===== src/rtl/radix4_div_pkg.sv =====
// rtl/radix4_div_pkg.sv - shared types and constants for the radix-4 divider
// Build option: RADIX4_DIVIDER_SIGNED_EN selects two's complement operands.
package radix4_div_pkg;

    typedef enum logic [1:0] {
        IDLE   = 2'd0,
        CALC   = 2'd1,
        FINISH = 2'd2
    } state_e;

    localparam int DIGIT_W = 2;

    function automatic int iter_count(input int width);
        return width / DIGIT_W;
    endfunction

endpackage


===== src/rtl/radix4_qsel.sv =====
// rtl/radix4_qsel.sv - radix-4 restoring digit select: largest q*D <= P, q in 0..3
module radix4_qsel
    import radix4_div_pkg::*;
#(
    parameter int WIDTH = 16
) (
    input  logic [WIDTH+1:0]   p_i,
    input  logic [WIDTH+1:0]   d_i,
    input  logic [WIDTH+1:0]   d2_i,
    input  logic [WIDTH+1:0]   d3_i,
    output logic [DIGIT_W-1:0] q_o,
    output logic [WIDTH+1:0]   r_o
);

    // P < 4D always holds, so the three compares fully cover the digit range.
    always_comb begin
        q_o = 2'd0;
        r_o = p_i;
        if (p_i >= d3_i) begin
            q_o = 2'd3;
            r_o = p_i - d3_i;
        end else if (p_i >= d2_i) begin
            q_o = 2'd2;
            r_o = p_i - d2_i;
        end else if (p_i >= d_i) begin
            q_o = 2'd1;
            r_o = p_i - d_i;
        end
    end

endmodule


===== src/rtl/radix4_divider.sv =====
// rtl/radix4_divider.sv - sequential radix-4 restoring divider, 2 quotient bits per clock
// Build option: RADIX4_DIVIDER_SIGNED_EN enables two's complement operands (truncating division).
module radix4_divider
    import radix4_div_pkg::*;
#(
    parameter int WIDTH = 16
) (
    input  logic             clk,
    input  logic             rst,
    input  logic             start,
    input  logic [WIDTH-1:0] dividend,
    input  logic [WIDTH-1:0] divisor,
    output logic             busy,
    output logic             done,
    output logic [WIDTH-1:0] quotient,
    output logic [WIDTH-1:0] remainder,
    output logic             div_by_zero
);

    localparam int ITERS  = iter_count(WIDTH);
    localparam int ITER_W = $clog2(ITERS);

    state_e              state_q;
    logic [ITER_W-1:0]   iter_q;
    logic [WIDTH-1:0]    dvd_q;
    logic [WIDTH+1:0]    dsr_q;
    logic [WIDTH+1:0]    dsr3_q;
    logic [WIDTH+1:0]    rem_q;
    logic [WIDTH-1:0]    quo_q;
    logic                busy_q;
    logic                done_q;
    logic [WIDTH-1:0]    quotient_q;
    logic [WIDTH-1:0]    remainder_q;
    logic                dbz_q;

    logic [WIDTH-1:0]    dvd_abs;
    logic [WIDTH-1:0]    dsr_abs;
    logic [WIDTH+1:0]    p_w;
    logic [WIDTH+1:0]    dsr2_w;
    logic [DIGIT_W-1:0]  q_sel;
    logic [WIDTH+1:0]    r_sel;
    logic [WIDTH-1:0]    quo_d;
    logic [WIDTH-1:0]    quo_res;
    logic [WIDTH-1:0]    rem_res;

`ifdef RADIX4_DIVIDER_SIGNED_EN
    logic neg_q_d, neg_r_d;
    logic neg_q_q, neg_r_q;

    always_comb begin
        neg_r_d = dividend[WIDTH-1];
        neg_q_d = dividend[WIDTH-1] ^ divisor[WIDTH-1];
        dvd_abs = dividend[WIDTH-1] ? -dividend : dividend;
        dsr_abs = divisor[WIDTH-1]  ? -divisor  : divisor;
    end

    always_ff @(posedge clk) begin
        if (rst) begin
            neg_q_q <= 1'b0;
            neg_r_q <= 1'b0;
        end else if (state_q == IDLE && start) begin
            neg_q_q <= neg_q_d;
            neg_r_q <= neg_r_d;
        end
    end

    // Remainder follows the dividend sign so the quotient truncates toward zero.
    always_comb begin
        quo_res = quo_d;
        rem_res = WIDTH'(r_sel);
        if (neg_q_q) quo_res = -quo_d;
        if (neg_r_q) rem_res = -rem_res;
    end
`else
    assign dvd_abs = dividend;
    assign dsr_abs = divisor;

    always_comb begin
        quo_res = quo_d;
        rem_res = WIDTH'(r_sel);
    end
`endif

    // Partial remainder shifted left by one digit with the next two dividend MSBs appended.
    assign p_w    = (WIDTH+2)'({rem_q, dvd_q[WIDTH-1 -: DIGIT_W]});
    assign dsr2_w = dsr_q << 1;
    assign quo_d  = WIDTH'({quo_q, q_sel});

    radix4_qsel #(
        .WIDTH (WIDTH)
    ) u_qsel (
        .p_i  (p_w),
        .d_i  (dsr_q),
        .d2_i (dsr2_w),
        .d3_i (dsr3_q),
        .q_o  (q_sel),
        .r_o  (r_sel)
    );

    always_ff @(posedge clk) begin
        if (rst) begin
            state_q     <= IDLE;
            iter_q      <= '0;
            dvd_q       <= '0;
            dsr_q       <= '0;
            dsr3_q      <= '0;
            rem_q       <= '0;
            quo_q       <= '0;
            busy_q      <= 1'b0;
            done_q      <= 1'b0;
            quotient_q  <= '0;
            remainder_q <= '0;
            dbz_q       <= 1'b0;
        end else begin
            done_q <= 1'b0;
            case (state_q)
                IDLE: begin
                    if (start) begin
                        dvd_q  <= dvd_abs;
                        dsr_q  <= {2'b00, dsr_abs};
                        dsr3_q <= {2'b00, dsr_abs} + {1'b0, dsr_abs, 1'b0};
                        rem_q  <= '0;
                        quo_q  <= '0;
                        iter_q <= ITER_W'(ITERS - 1);
                        dbz_q  <= 1'b0;
                        if (divisor == '0) begin
                            state_q     <= FINISH;
                            done_q      <= 1'b1;
                            quotient_q  <= '1;
                            remainder_q <= dividend;
                            dbz_q       <= 1'b1;
                        end else begin
                            state_q <= CALC;
                            busy_q  <= 1'b1;
                        end
                    end
                end
                CALC: begin
                    dvd_q  <= dvd_q << DIGIT_W;
                    rem_q  <= r_sel;
                    quo_q  <= quo_d;
                    iter_q <= iter_q - ITER_W'(1);
                    // Results load on the edge that enters FINISH so they are valid with done.
                    if (iter_q == '0) begin
                        state_q     <= FINISH;
                        busy_q      <= 1'b0;
                        done_q      <= 1'b1;
                        quotient_q  <= quo_res;
                        remainder_q <= rem_res;
                    end
                end
                FINISH: begin
                    state_q <= IDLE;
                end
                default: begin
                    state_q <= IDLE;
                    busy_q  <= 1'b0;
                end
            endcase
        end
    end

    assign busy        = busy_q;
    assign done        = done_q;
    assign quotient    = quotient_q;
    assign remainder   = remainder_q;
    assign div_by_zero = dbz_q;

endmodule

===== config.mk =====
export PLATFORM = sky130hd
export DESIGN_NAME = radix4_divider
export DESIGN_NICKNAME = d
export VERILOG_FILES = /design/src/rtl/radix4_div_pkg.sv /design/src/rtl/radix4_qsel.sv /design/src/rtl/radix4_divider.sv
export SDC_FILE = /design/constraint.sdc
export NUM_CORES = 1
export LEC_CHECK = 0
export CAP_MARGIN = 20
export CORE_MARGIN = 2
export CORE_UTILIZATION = 55
export CTS_BUF_LIST = sky130_fd_sc_hd__clkbuf_8
export DETAILED_ROUTE_END_ITERATION = 10
export PLACE_DENSITY_LB_ADDON = 0.3
export SYNTH_ARGS = -nofsm -noshare
export SYNTH_HDL_FRONTEND = slang
export SYNTH_HIERARCHICAL = 1
export SYNTH_SLANG_ARGS = --single-unit

===== constraint.sdc =====
create_clock -name clk -period 3.8 [get_ports clk]
set_input_delay 0.38 -clock clk [delete_from_list [all_inputs] [get_ports clk]]
set_output_delay 0.38 -clock clk [all_outputs]
set_load 0.02 [all_outputs]

**After elaboration in Yosys (flattened, before gate mapping)**

Cells that the tools add are included.

- Register bits after elaboration: 120
- Output and inout bits: 35
- Logic and storage cells: 70

- Add/sub/neg operators: 5
- Order comparisons: 3
- Eq/ne operators: 6
- Multiplexer cells: 34
- Bitwise gates (word level): 1
- Reductions and logical operators: 9

Operator list:

| kind | number |
|---|---|
| 16-bit 2-to-1 mux | 11 |
| 16-bit one-hot mux with 2 select lines | 4 |
| 16-bit subtractor | 3 |
| 14-bit one-hot mux with 2 select lines | 1 |
| 16-bit by 17-bit adder with 18-bit output | 1 |
| 18-bit by 16-bit greater-or-equal comparator with 1-bit output | 1 |
| 18-bit by 17-bit greater-or-equal comparator with 1-bit output | 1 |
| 18-bit greater-or-equal comparator | 1 |
| 16-bit logical NOT | 1 |
| 14-bit 2-to-1 mux | 1 |
| 2-bit 2-to-1 mux | 5 |
| 2-bit != test, second input constant | 4 |
| 4-bit AND reduction | 2 |
| 1-bit 2-to-1 mux | 7 |
| 3-bit one-hot mux with 2 select lines | 1 |
| 2-bit AND reduction | 3 |
| 2-bit one-hot mux with 2 select lines | 1 |
| 3-bit logical NOT | 1 |
| 3-bit 2-to-1 mux | 1 |
| 1-bit one-hot mux with 3 select lines | 1 |
| 3-bit by 1-bit subtractor with 3-bit output, second input constant | 1 |
| 2-bit by 1-bit == test with 1-bit output, second input constant | 1 |
| 2-bit == test, second input constant | 1 |
| 2-bit logical NOT | 1 |
| 3 further kinds | 3 |

**Depth between registers and ports, before layout**

Gate-level depths: netlist (run 1).

- Word-level depth: 6
- Mapped depth: 16

**Cells and area by module**

Netlist (run 1), hierarchy kept.

Modules (own cells, without submodules):

| module | instances | cells each | area each (um2) |
|---|---|---|---|
| radix4_divider | 1 | 607 | 5121.2 |
| radix4_qsel | 1 | 500 | 3413.3 |

**Worst setup path after synthesis (run 1)**

OpenSTA, ideal clock, no wires.

- Kind: register -> register
- From: register dsr3_q[0]
- To: register remainder_q[0], in the netlist remainder[0]
- Library setup time: 91 ps
- Data arrival time: 2935 ps
- Data required time: 3709 ps
- Slack: 774 ps
- Stages on the path, launching flop included: 16
- Path buffers: 2
- Clock period less this slack: 3026 ps
- Cells stage by stage: dfxtp_1 -> ha_1 -> inv_1 -> fa_1 -> a211oi_1 -> o21ai_1 -> a21oi_1 -> o21ai_1 -> o21bai_1 -> buf_2 -> buf_4 -> mux2i_1 -> o21ai_0 -> mux2i_1 -> nand2_1 -> a311oi_1

- Cells in the longest elaborated chain, start to end: 4
- Elaborated cells between the ends (all ways): 5

RTL lines:

| item | line | RTL |
|---|---|---|
| from (decl) | radix4_divider.sv:27 | `logic [WIDTH+1:0] dsr3_q;` |
| from (signal assigned) | radix4_divider.sv:121 | `dsr3_q <= {2'b00, dsr_abs} + {1'b0, dsr_abs, 1'b0};` |
| 16-bit subtractor or 18-bit greater-or-equal comparator (tied branches) | radix4_qsel.sv:21, radix4_qsel.sv:19 |  |
| 16-bit 2-to-1 mux * | radix4_qsel.sv:19 | `if (p_i >= d3_i) begin` |
| via r_sel[0] | radix4_divider.sv:41 | `logic [WIDTH+1:0] r_sel;` |
| 16-bit 2-to-1 mux * | radix4_divider.sv:144 | `if (iter_q == '0) begin` |
| 16-bit one-hot mux with 2 select lines * | radix4_divider.sv:116 | `case (state_q)` |
| to (signal assigned) | radix4_divider.sv:130 | `remainder_q <= dividend;` |
| to (signal assigned) | radix4_divider.sv:149 | `remainder_q <= rem_res;` |
| to (decl) | radix4_divider.sv:33 | `logic [WIDTH-1:0] remainder_q;` |

Mark *: on every way through the listed nets, which the timed path passes. The rest lies on a longest branch. The select of a mux whose other input is x is not followed.
A chain may end at the register's enable or synchronous reset.

**Worst setup path after layout (run 1)**

- From: register dvd_q[14]
- To: register remainder_q[12], in the netlist remainder[12]

- Cells in the longest elaborated chain, start to end: 6
- Elaborated cells between the ends (all ways): 11

RTL lines:

| item | line | RTL |
|---|---|---|
| from (decl) | radix4_divider.sv:25 | `logic [WIDTH-1:0] dvd_q;` |
| from (signal assigned) | radix4_divider.sv:119 | `dvd_q <= dvd_abs;` |
| from (signal assigned) | radix4_divider.sv:139 | `dvd_q <= dvd_q << DIGIT_W;` |
| 16-bit subtractor or 18-bit by 16-bit greater-or-equal comparator with 1-bit output (tied branches) | radix4_qsel.sv:27, radix4_qsel.sv:25 |  |
| 16-bit 2-to-1 mux | radix4_qsel.sv:25 | `end else if (p_i >= d_i) begin` |
| 16-bit 2-to-1 mux | radix4_qsel.sv:22 | `end else if (p_i >= d2_i) begin` |
| 16-bit 2-to-1 mux * | radix4_qsel.sv:19 |  |
| via r_sel[12] | radix4_divider.sv:41 |  |
| 16-bit 2-to-1 mux * | radix4_divider.sv:144 |  |
| 16-bit one-hot mux with 2 select lines * | radix4_divider.sv:116 |  |

Marked as above.

==> results of run 1 <==
## power breakdown
part	internal [mW]	leakage, nW	switching, mW
combinational	2.26	2.68	3.43
clock	0.737	0.216	0.552
sequential	1.41	0.973	0.221
## per-layer routing
| layer | up-vias | GRT usage [%] | share of wire [%] |
|---|---|---|---|
| li1 | 3849 | - | - |
| met1 | 3627 | 40.0 | 44 |
| met5 | - | 0 | 0 |
| met4 | 0 | 13.8 | 4.3 |
| met2 | 336 | 46.4 | 44 |
| met3 | 71 | 5.27 | 7.4 |
## through the flow
| step | instances | utilization (%) | hold WS [ns] | cell area (um2) |
|---|---|---|---|---|
| 2_1_floorplan | 1070 | - | 0.432 | 8270 |
| 3_3_place_gp | 1280 | 62.1 | 0.441 | 9050 |
| 3_5_place_dp | 1280 | 62.1 | 0.447 | 9050 |
| 4_1_cts | 1312 | 65.1 | 0.456 | 9500 |
| 5_1_grt | 1312 | 65.1 | 0.470 | 9500 |
| 6_report | 1312 | 65.1 | 0.452 | 9500 |
## state kept, by name (all words and copies together) (netlist names)
signal / cells
rem_q: 16
dsr_q: 15
state_q: 2
remainder: 16
dsr3_q: 18
busy: 1
quo_q: 14
iter_q: 3
done: 1
quotient: 16
dvd_q: 16
div_by_zero: 1
## layout make-up
| type | count | area, um2 | share of cell area, % |
|---|---|---|---|
| Multi-Input combinational cell | 819 | 5380 | 56.6 |
| Sequential cell | 119 | 2380 | 25.1 |
| Timing Repair Buffer | 78 | 768 | 8.08 |
| Inverter | 80 | 300 | 3.16 |
| Clock buffer | 18 | 248 | 2.61 |
| Tap cell | 184 | 230 | 2.42 |
| Clock inverter | 14 | 196 | 2.07 |
## worst register-to-register path: stages (launching register included)
cell and delay [ns]:
dfxtp_1 0.32, inv_1 0.14, ha_1 0.19, inv_1 0.05
fa_1 0.43, a211oi_2 0.27, o21ai_1 0.14, a21oi_1 0.30
o21ai_1 0.17, o21bai_1 0.17, buf_4 0.29, a21oi_1 0.12
a22oi_1 0.17, mux2_2 0.17, nand2_1 0.08, a311oi_1 0.35
## placed cells by master, fill, tap and decap left out, types with 6 or more instances in the layout
cell	instances
o21ai_1	7
xor2_1	21
clkdlybuf4s50_1	68
nand2b_1	8
nor2b_1	9
dfxtp_1	119
nand2_1	145
a22o_1	7
a21o_1	12
mux2_2	8
a22oi_1	20
nor3_1	20
a21oi_1	101
a31oi_1	7
a311oi_1	23
a211oi_1	32
o21a_1	15
o21ai_0	33
nor2_1	117
inv_1	80
nand3_1	18
and3_1	7
mux2i_1	9
o211ai_1	6
buf_4	9
clkbuf_8	18
o21bai_1	7
ha_1	81
xnor2_1	28
nand4_1	9
## worst max-delay path by stage
| stage | end | slack, ns | cells after the start |
|---|---|---|---|
| floorplan | remainder[0] | 0.82 | 15 |
| global placement | remainder[7] | 0.53 | 15 |
| detailed placement | remainder[0] | 0.41 | 15 |
| CTS | remainder[7] | 0.38 | 15 |
| global route | remainder[0] | 0.07 | 14 |
| finish | remainder[12] | 0.34 | 15 |
## repair_timing
action,4_1_cts,5_1_grt
buffers inserted,0,0
gates resized for setup,0,1
hold endpoints to repair,0,0
endpoints found under the setup margin,0,3
==> summary.md, run 1 <==
| Metric | Value |
|---|---|
| I/O Buffers | `roughly 70` |
| Worst R2R End | `remainder[12]` |
| Die area | `~0.016 mm2` |
| CTS Root Cell | `clkbuf_8` |
| Arr. time, crit path | `approximately 3.8 ns` |
| Detailed-placement wirelength estimate | `18.0 mm` |
| Hold_sp | `dsr3_q[7]` |
| Fin crit share | `about nine tenths` |
| Slowest Stage Delay on Critical Path | `between 0.4 and 0.5 ns` |
| Crit. End Element | `register` |
| Worst Path Class, Setup | `register to register` |
| Clock skew | `0.0106 ns` |
| Max cap viols | `0` |
| Routed len/inst | `18.0 um` |
| P_leak | `3.87 nW` |
| Clock sinks | `approximately 120` |
| Layout area overhead | `15.1%` |
| Initial antenna violation count | `0` |
| DR pass1 iterations | `7` |
| Layout cells sized above 1 | `under 10%` |
| Fillers | `1,289` |
| GRT Overall Usage | `between 20 and 30%` |
| Vias in the first global route | `between 7,000 and 8,000` |
| Post-route ant nets | `0` |
| GRT overflow | `0` |
| Global-route wire length before repair | `between 30 and 40 mm` |
| Crit-path leading delay family | `compound AO/OA/AOI/OAI gates` |
| WL final | `approximately 24 mm` |
| R2R Path Start | `dvd_q[14]` |
| Initial Util | `between 50% and 60%` |
| Max FO, Critical Path | `24` |
| Synth warn | `6` |
| Hold Path Class | `register to register` |
| Status | `finished clean` |
| Final worst path period need | `roughly 3.5 ns` |
| Relative slew margins | `28.5%` |
| Slowest CP cell | `fa_1` |
| Fin nets | `about 1,200` |
| Core area | `about 0.015 mm2` |
| RSZ-0062 raised after global routing | `false` |
| Register-to-register setup slack | `~0.34 ns` |
| Hold buffer count at cts | `0` |
| Max Slew Vio Count | `0` |
| Req. time, crit path | `approximately 4.1 ns` |
| FF-to-FF path depth | `15` |
| Pwr Density | `907 mW/mm2` |
| VDD IR max | `between 500 and 600 uV` |
| Mapped Cells | `about 1,100` |
| Largest net degree at the start of global routing | `80` |
| Vias/cell | `6.01` |
| Endpoints failing setup | `0` |
| Worst Hold Path EP | `dsr3_q[7]` |
| Setup TNS | `0 ns` |
| Crit-path cells | `inv_1 -> ha_1 -> inv_1 -> fa_1 -> a211oi_2 -> o21ai_1 -> a21oi_1 -> o21ai_1 -> o21bai_1 -> buf_4 -> a21oi_1 -> a22oi_1 -> mux2_2 -> nand2_1 -> a311oi_1` |
| Pre-CTS WS | `between 0.4 and 0.5 ns` |
| Clock transition at path regs | `0.08 ns` |
| Die H | `127 um` |
| Routability congestion estimate | `roughly 1.0` |
| I/O pins | `70` |
| Final Power | `~8.6 mW` |
| Final setup margin | `0.344 ns` |
| Crit path from | `dvd_q[14]` |
| N_diodes | `0` |
| Site row count | `44` |
| Final hold viol count | `0` |
| Fmax | `between 200 and 300 MHz` |
| CP Buf/Inv Count | `3` |
| Hold Crit Depth | `2` |
| Htree depth | `4` |
| CTS Buf Count | `17` |
| Syn Area/Cell | `roughly 7.7 um2` |
| DRC | `0` |
| 1st-iter DRT viols | `780` |
| Vias | `approximately 8,000` |
| Clock Latency Late Sink | `about 0.45 ns` |
| Syn Std Cell Area | `approximately 0.0083 mm2` |
| CTS max path bufs | `2` |
| Die X | `around 130 um` |
| CTS tree | `yes` |
| Worst Setup Start Kind | `register` |
| Worst-margin pin slew | `approximately 1.1 ns` |
(Power assumes the default switching activity.)
==> inputs of run 2 (changes only) <==
- PLACE_DENSITY: unset -> 0.77
- PLACE_DENSITY_LB_ADDON: 0.3 -> unset
==> summary.md, run 2 (synthesis results as in run 1) <==
| Metric | Value |
|---|---|
| Status | `finished clean (unchanged)` |
| Core area | `0.0146 mm2 (unchanged)` |
| Worst Path Class, Setup | `register to register (unchanged)` |
| Layout area overhead | `15.1% (about the same)` |
| VDD IR max | `497 uV (was 547 uV)` |
| Htree depth | `4 (unchanged)` |
| Initial Util | `56.6% (unchanged)` |
| Largest net degree at the start of global routing | `79 (was 80)` |
| I/O pins | `70 (unchanged)` |
| Relative slew margins | `29.1% (was 28.5%)` |
| Commonest non-fill, non-tap cell in the layout | `nand2_1 (unchanged)` |
| Fin crit share | `92.7% (was 90.9%)` |
| Endpoints failing setup | `0 (unchanged)` |
| Register-to-register setup slack | `0.28 ns (was 0.34 ns)` |
| Vias | `7,874 (was 7,883)` |
| CTS max path bufs | `2 (unchanged)` |
| Vias in the first global route | `7,450 (was 7,318)` |
| Clock transition at path regs | `0.08 ns (about the same)` |
| Clock sinks | `119 (unchanged)` |
| Non-Filler Instances | `1,316 (was 1,312)` |
| P_leak | `3.88 nW (was 3.87 nW)` |
| Setup TNS | `0 ns (unchanged)` |
| Vias/cell | `5.98 (was 6.01)` |
| Slowest CP cell | `dfxtp_1 (was fa_1)` |
| Max Slew Vio Count | `0 (unchanged)` |
| Placed insts | `1,284 (was 1,280)` |
| DR pass1 iterations | `8 (was 7)` |
| Final worst path period need | `3.52 ns (was 3.46 ns)` |
| I/O Buffers | `69 (unchanged)` |
| Hold Path Class | `register to register (unchanged)` |
| 1st-iter DRT viols | `752 (was 780)` |
| Hold_sp | `dsr3_q[9] (was dsr3_q[7])` |
| Fin nets | `1,239 (was 1,235)` |
| Final hold viol count | `0 (unchanged)` |
| Final setup margin | `0.276 ns (was 0.344 ns)` |
| Biggest register | `dsr3_q (unchanged)` |
| DRC | `0 (unchanged)` |
| R2R Path Start | `dsr3_q[0] (was dvd_q[14])` |
| Pre-CTS WS | `0.398 ns (was 0.411 ns)` |
| Crit. End Element | `register (unchanged)` |
| Pwr Density | `904 mW/mm2 (was 907 mW/mm2)` |
| Worst-margin pin slew | `1.06 ns (was 1.07 ns)` |
| Critical Path Most Common Cell | `o21ai_1` |
| GRT overflow | `0 (unchanged)` |
| Most frequent cells in the layout | `nand2_1, dfxtp_1, nor2_1 (unchanged)` |
| Max FO, Critical Path | `16 (was 24)` |
| FF-to-FF path depth | `14 (was 15)` |
| Detailed-placement wirelength estimate | `18.2 mm (was 18.0 mm)` |
| Routability congestion estimate | `1.01 (was 1.04)` |
| Fin Hold WS | `0.451 ns (was 0.452 ns)` |
| Max FFs per register | `18 (unchanged)` |
| CTS tree | `yes (unchanged)` |
| Hold Crit Depth | `2 (unchanged)` |
| Clock Latency Late Sink | `0.44 ns (was 0.45 ns)` |
| Worst Setup Start Kind | `register (unchanged)` |
| GRT Overall Usage | `30.1% (was 29.7%)` |
| Site row count | `44 (unchanged)` |
| Fmax | `284 MHz (was 289 MHz)` |
| Die X | `127 um (unchanged)` |
| Initial antenna violation count | `0 (unchanged)` |
| Setup Buffers After CTS | `0 (unchanged)` |
| Crit-path cells | `ha_1 -> inv_1 -> fa_1 -> a211oi_2 -> o21ai_1 -> a21oi_1 -> o21ai_1 -> o21bai_1 -> buf_4 -> mux2_2 -> mux2i_1 -> o21ai_0 -> nand2_1 -> a311oi_1 (was inv_1 -> ha_1 -> inv_1 -> fa_1 -> a211oi_2 -> o21ai_1 -> a21oi_1 -> o21ai_1 -> o21bai_1 -> buf_4 -> a21oi_1 -> a22oi_1 -> mux2_2 -> nand2_1 -> a311oi_1)` |
| Crit path from | `dsr3_q[0] (was dvd_q[14])` |
| CTS Buf Count | `17 (unchanged)` |
| Clock skew | `0.0181 ns (was 0.0106 ns)` |
| Routed len/inst | `18.2 um (was 18.0 um)` |
| CTS Root Cell | `clkbuf_8 (unchanged)` |
| WL final | `24.0 mm (was 23.6 mm)` |
| N_diodes | `0 (unchanged)` |
| Arr. time, crit path | `3.84 ns (was 3.79 ns)` |
| Post-route ant nets | `0 (unchanged)` |
| Slowest Stage Delay on Critical Path | `0.44 ns (was 0.43 ns)` |
| Max cap viols | `0 (unchanged)` |
| Req. time, crit path | `4.11 ns (was 4.14 ns)` |
| Die H | `127 um (unchanged)` |
| Layout cells sized above 1 | `6.36% (was 6.03%)` |
| RSZ-0062 raised after global routing | `false (unchanged)` |
| Die area | `0.0160 mm2 (unchanged)` |
| Global-route wire length before repair | `38.5 mm (was 37.9 mm)` |
run 2: cell count changes in the layout (fill, tap and decap cells not counted):
cell,before,now
bufinv_16,4,2
inv_6,3,8
clkinv_8,0,1
clkinv_2,2,0
clkbuf_8,18,17
clkinvlp_4,3,1
buf_4,9,13
inv_8,0,1
run 2: per-layer routing:
layer	vias up	routed length [um]	track usage, %
met3	75	1300	5.90
li1	3871	-	-
met4	0	1140	15.2
met1	3674	10800	39.7
met5	-	0	0
met2	254	10700	47.0
run 2: final timing paths:
check / to
min: dsr3_q[9]
max: remainder[3]
min reg2reg: dsr3_q[9]
max reg2reg: remainder[3]
run 2: final cells by class:
class                   count  area, um2
multi-input cells         819       5380
repair buffers             82        798
clock inverters            15        183
flip-flops and latches    119       2380
fillers                  1286       5080
well taps                 184        230
inverters                  80        300
clock buffers              17        234
run 2: worst max-delay path: cells and delay by family, from the launching register on:
family	cells	cell delay, ns
adder cells (fa/ha/maj)	2	0.66
multiplexers	2	0.52
AND/OR/NAND/NOR	1	0.11
buffers and inverters	2	0.32
AO/OA/AOI/OAI	7	1.35
flip-flops	1	0.44
run 2: what timing repair did:
item,in CTS,in global routing
hold buffers,0,0
endpoints found under the hold margin,0,0
endpoints found under the setup margin,0,1
gates resized for setup,0,1
run 2: where the power goes:
part           internal [mW]  leakage (nW)  switching, mW
clock                  0.610         0.208          0.601
sequential              1.41         0.973          0.214
combinational           2.29          2.70           3.47
total                   4.31          3.88           4.29
run 2: metrics by stage:
step / cell area [um2] / total power [mW] / util, %
6_report: 9510 / 8.60 / 65.2
5_1_grt: 9510 / 9.17 / 65.2
4_1_cts: 9500 / 8.44 / 65.1
3_5_place_dp: 9080 / 7.18 / 62.3
3_3_place_gp: 9080 / 7.19 / 62.3
2_1_floorplan: 8270 / 5.76 / -
